[src/rtl/ahb_master_arb.sv]
// ahb_master_arb: two-port AHB-lite arbiter sharing one master port, round-robin grant
// Define ARB_HMSEL_EN to add the hmsel grant-override input.
module ahb_master_arb #(
  parameter int AW = 32,
  parameter int DW = 32
) (
  input  logic          clk,
  input  logic          rstn,
  input  logic [AW-1:0] s0_haddr,
  input  logic [1:0]    s0_htrans,
  input  logic          s0_hwrite,
  input  logic [2:0]    s0_hsize,
  input  logic [DW-1:0] s0_hwdata,
  output logic          s0_hready,
  output logic [DW-1:0] s0_hrdata,
  output logic          s0_hresp,
  input  logic [AW-1:0] s1_haddr,
  input  logic [1:0]    s1_htrans,
  input  logic          s1_hwrite,
  input  logic [2:0]    s1_hsize,
  input  logic [DW-1:0] s1_hwdata,
  output logic          s1_hready,
  output logic [DW-1:0] s1_hrdata,
  output logic          s1_hresp,
  output logic [AW-1:0] m_haddr,
  output logic [1:0]    m_htrans,
  output logic          m_hwrite,
  output logic [2:0]    m_hsize,
  output logic [DW-1:0] m_hwdata,
  input  logic [DW-1:0] m_hrdata,
  input  logic          m_hready,
  input  logic          m_hresp,
`ifdef ARB_HMSEL_EN
  input  logic [1:0]    hmsel,
`endif
  output logic [1:0]    grant
);
  typedef enum logic [1:0] {IDLE, ADDR, DATA} state_t;
  state_t          state;
  logic [1:0]      hold_vld;
  logic [AW-1:0]   hold_addr [2];
  logic [1:0]      hold_write;
  logic [2:0]      hold_size [2];
  logic            ptr;
  logic            owner;
  logic [1:0]      cap;
  logic [1:0]      allowed;
  logic [1:0]      elig;
  logic            win;
  logic            done;
  logic            data0;
  logic            data1;
  always_comb begin
    cap[0] = (s0_htrans == 2'b10) || (s0_htrans == 2'b11);
    cap[0] = cap[0] && s0_hready;
    cap[1] = (s1_htrans == 2'b10) || (s1_htrans == 2'b11);
    cap[1] = cap[1] && s1_hready;
`ifdef ARB_HMSEL_EN
    allowed = (hmsel == 2'b01) ? 2'b01 : (hmsel == 2'b10) ? 2'b10 : 2'b11;
`else
    allowed = 2'b11;
`endif
    elig = hold_vld & allowed;
    // on a tie the port that was not served last wins
    win = (elig == 2'b11) ? ~ptr : elig[1];
    done = (state == DATA) && m_hready;
    data0 = (state == DATA) && !owner;
    data1 = (state == DATA) && owner;
    s0_hready = data0 ? m_hready : !hold_vld[0];
    s0_hresp = data0 ? m_hresp : 1'b0;
    s0_hrdata = data0 ? m_hrdata : '0;
    s1_hready = data1 ? m_hready : !hold_vld[1];
    s1_hresp = data1 ? m_hresp : 1'b0;
    s1_hrdata = data1 ? m_hrdata : '0;
    m_hwdata = (state == DATA) ? (owner ? s1_hwdata : s0_hwdata) : '0;
  end
  always_ff @(posedge clk) begin
    if (!rstn) begin
      state <= IDLE;
      hold_vld <= 2'b00;
      hold_addr <= '{default: '0};
      hold_write <= 2'b00;
      hold_size <= '{default: '0};
      ptr <= 1'b1;
      owner <= 1'b0;
      grant <= 2'b00;
      m_htrans <= 2'b00;
      m_haddr <= '0;
      m_hwrite <= 1'b0;
      m_hsize <= 3'b000;
    end else begin
      if (cap[0]) begin
        hold_vld[0] <= 1'b1;
        hold_addr[0] <= s0_haddr;
        hold_write[0] <= s0_hwrite;
        hold_size[0] <= s0_hsize;
      end else if (done && !owner) hold_vld[0] <= 1'b0;
      if (cap[1]) begin
        hold_vld[1] <= 1'b1;
        hold_addr[1] <= s1_haddr;
        hold_write[1] <= s1_hwrite;
        hold_size[1] <= s1_hsize;
      end else if (done && owner) hold_vld[1] <= 1'b0;
      case (state)
        IDLE: if (|elig) begin
          state <= ADDR;
          owner <= win;
          grant <= win ? 2'b10 : 2'b01;
          m_htrans <= 2'b10;
          m_haddr <= win ? hold_addr[1] : hold_addr[0];
          m_hwrite <= win ? hold_write[1] : hold_write[0];
          m_hsize <= win ? hold_size[1] : hold_size[0];
        end
        ADDR: if (m_hready) begin
          state <= DATA;
          m_htrans <= 2'b00;
        end
        default: if (m_hready) begin
          state <= IDLE;
          ptr <= owner;
          grant <= 2'b00;
        end
      endcase
    end
  end
endmodule

[config.mk]
export PLATFORM = sky130hd
export DESIGN_NAME = ahb_master_arb
export DESIGN_NICKNAME = d
export VERILOG_FILES = /design/src/rtl/ahb_master_arb.sv
export SDC_FILE = /design/constraint.sdc
export NUM_CORES = 1
export LEC_CHECK = 0
export ABC_AREA = 0
export ABC_CLOCK_PERIOD_IN_PS = 4100
export BUFFER_PORTS_ARGS = -buffer_cell sky130_fd_sc_hd__buf_2
export CAP_MARGIN = 20
export CELL_PAD_IN_SITES_DETAIL_PLACEMENT = 0
export CELL_PAD_IN_SITES_GLOBAL_PLACEMENT = 1
export CORE_MARGIN = 2
export CORE_UTILIZATION = 35
export CTS_BUF_LIST = sky130_fd_sc_hd__clkbuf_4
export DETAILED_ROUTE_END_ITERATION = 8
export GPL_TIMING_DRIVEN = 0
export PLACE_DENSITY_LB_ADDON = 0.1
export SKIP_LAST_GASP = 1
export SYNTH_ARGS = -nofsm -noshare
export SYNTH_HDL_FRONTEND = slang
export SYNTH_SLANG_ARGS = --single-unit
[constraint.sdc]
create_clock -name clk -period 4.1 [get_ports clk]
set_input_delay 0 -clock clk [delete_from_list [all_inputs] [get_ports clk]]
set_output_delay 0 -clock clk [all_outputs]
set_load 0.05 [all_outputs]
==> results.md <==
- Outcome: finished, final reports clean
- Finished Core Util: 54.23%
- DR iter-0 viols: 254
- Critical path depth: 6
- Fmax achieved: 382.5 MHz
- Worst setup margin: 1.486 ns
- Routed length per instance: 17.56 um
- Tightest Pin Transition: 0.6030 ns
- CTS Buffer Depth: 2
- Placed cell areas: 7540 um2
- Crit path launch: state[1]
- Seq/Total Area, Yosys: 41.00%
- Reg2reg path depth: 6
- Layout Nets: 1228
- Antenna violations before repair: 4
- Final instance area: 8646 um2
- Detailed-route via count: 6103
- Worst Setup End Kind: primary output
- Die width: 131.8 um
- Number of global-route vias before repair: 6040
- Worst-path clk slew: 0.10 ns
- CP max stage cell: dfxtp_1
- Slew Limit Fails: 0
- Clock root cell: clkbuf_4
- Leakage: 4.212 nW
- Layout cell share with drive strength beyond 1: 34.40%
- Async SR Flop Fraction: 0%
- PwrDens: 360.8 nW/um2
- Crit-path cells: buf_2 > nor3b_1 > buf_2 > clkbuf_1 > and2_1 > buf_2
- DIE AREA: 17360 um2
- Setup TNS Final: 0 ns
- Worst hold path class: in2reg
- Core Area: 15940 um2
- Peak supply drop: 0.2010 mV
- RePlAce Congestion: 0.8845
- Clock latency on the worst-skew pair: 0.50 ns
- Aggregate global-route resource usage: 25.16%
- Worst path arrival time: 2.61 ns
- Post-synthesis register bit count: 117
- Fill cells: 1607
- Met3 Usage GRT: 6.574%
- Syn avg cell area: 8.871 um2
- Final cycle utilization of the critical path: 63.76%
- Synthesis Warnings: 0
- Area grow syn2layout: 51.34%
- GR Layer Usage met1: 31.79%
- Rows: 46
- Routed WL: 22490 um
- Port Buf Inserts: 311
- Vias/cell: 4.764
- Largest net degree at the start of global routing: 17
- Clock sinks: 117
- Final Setup Violations: 0
- Worst path bufs/invs: 4
- Synth Cell Area: 5713 um2
- Setup repair bufs after CTS: 0
- Yosys cell types: 36
- Minimum clock period after layout: 2.614 ns
- Drt pass-1 iters: 5
- Worst endpoint required time: 4.10 ns
- Max incr delay on CP: 0.37 ns
- # IOs: 316
- DP Worst Slack: 1.980 ns
- Initial Utilization: 35.83%
- Drt drc: 0
- Largest area contributor in the netlist: dfxtp_1
- Most crowded layer after global routing: met2
- CTS tree: yes
- Post-Syn Nets: 820
- Cells after Synth: 644
- Hold_sp: rstn
- First-pass GRT wire length: 33650 um
- CP top delay family: buffers and inverters
- Yosys top cell area share: 41.00%
- GRT overflow: 0
- Critical path class: reg2out
- Final-report hold violation count: 0
- H-Tree Depth: 4
- Die Span Y: 131.8 um
- Dpl hpwl: 17470 um
- Worst Hold Depth: 4
- Worst reg2reg path startpoint: state[0]
- Num CTS Buffers: 17
- Most common cell on crit path: buf_2
- ANT nets after route: 0
- Post-synth EDFFs: 0
- RSZ-0062 raised after global routing: false
- Startpoint types: flop
- Setup Skew: 0.02034 ns
- Primary FF master, synth: dfxtp_1
- Max-Cap Viols: 0
- Most common cell in the synthesized netlist: nand2_1
- Rel. slew slack: 59.76%
- Synth top cells by count: 147 x nand2_1, 117 x dfxtp_1, 108 x mux2i_1
- Dominant cells by area after synthesis: dfxtp_1 41%, mux2i_1 19%, nand2_1 9.7%
- Crit path max fanout: 10
- Met2 Use GR: 42.79%
==> per-layer routing <==
| metal | share of wire (%) | vias up |
|---|---|---|
| met5 | 0.058 | - |
| met4 | 1.8 | 2 |
| met3 | 5.4 | 23 |
| met2 | 49 | 214 |
| met1 | 44 | 2824 |
| li1 | - | 3040 |
==> cells by family after synthesis <==
logic type,synth area share [%]
buffers and inverters,5.891
multiplexers,18.92
flip-flops,41.00
AO/OA/AOI/OAI,14.94
AND/OR/NAND/NOR,19.19
other,0.06564
==> sequential cells by signal (all words and copies together), names as in the netlist <==
name,flops
elig,2
grant,2
hold_addr,64
hold_size,6
hold_write,2
m_haddr,32
m_hsize,3
m_htrans,1
m_hwrite,1
owner,1
ptr,1
state,2
==> worst reg2reg max path, cell delays in order, from the launching register on <==
cell,delay [ns]
dfxtp_1,0.32
buf_2,0.17
nor4b_2,0.39
nor2_1,0.06
dlygate4sd3_1,0.56
o21a_1,0.18
dlygate4sd3_1,0.56
==> timing repair <==
| item | CTS | global route |
|---|---|---|
| hold endpoints to repair | 80 | 0 |
| hold buffers | 78 | 0 |
| gates resized for setup | 0 | 0 |
==> final cells by class <==
| cell class | instances | area, um2 | share of cell area, % |
|---|---|---|---|
| diodes | 1 | 2.502 | 0.02894 |
| repair buffers | 389 | 2337 | 27.03 |
| clock buffers | 18 | 135.1 | 1.563 |
| inverters | 3 | 11.26 | 0.1302 |
| clock inverters | 13 | 187.7 | 2.171 |
| plain buffers | 61 | 325.3 | 3.763 |
| well taps | 216 | 270.3 | 3.126 |
| multi-input cells | 463 | 3034 | 35.09 |
| flip-flops and latches | 117 | 2342 | 27.09 |
==> path summary, 6_finish.rpt <==
kind                   endpoint  slack [ns]
hold / removal    hold_addr[52]        0.09
setup / recovery  s0_hrdata[27]        1.49
setup reg to reg        elig[0]        1.76
hold reg to reg   hold_addr[37]        0.46
==> layout by cell type, fill, tap and decap left out, drive strengths merged, types with 2 or more instances in the layout <==
cell type / synthesis / final
nor2: 5 / 5
clkinv: 1 / 8
clkbuf: 36 / 54
dlygate4sd3: 0 / 78
nand3: 2 / 2
nand2: 147 / 147
and2: 66 / 66
a211oi: 38 / 38
a22o: 32 / 32
or2: 2 / 2
buf: 25 / 336
dfxtp: 117 / 117
o21a: 3 / 3
mux2i: 108 / 108
nand3b: 2 / 2
inv: 2 / 2
a31oi: 2 / 2
a21oi: 42 / 42
bufinv: 0 / 5
o211ai: 2 / 2
==> per-stage QoR <==
stage	power [mW]	instances	hold WS, ns
final	3.120	1281	0.08623
after global routing	3.262	1281	0.08856
after CTS	3.147	1280	0.05669
after detailed placement	2.133	1171	0.2516
after global placement	2.129	1171	0.2510
after floorplan	1.864	644	0.1421
==> where the power goes <==
| group | internal (mW) | total [mW] | switching, mW |
|---|---|---|---|
| Sequential | 1.24 | 1.30 | 0.0604 |
| Combinational | 0.315 | 0.868 | 0.553 |
| Clock | 0.538 | 0.954 | 0.416 |
| Total | 2.09 | 3.12 | 1.03 |
(Power assumes the default switching activity.)
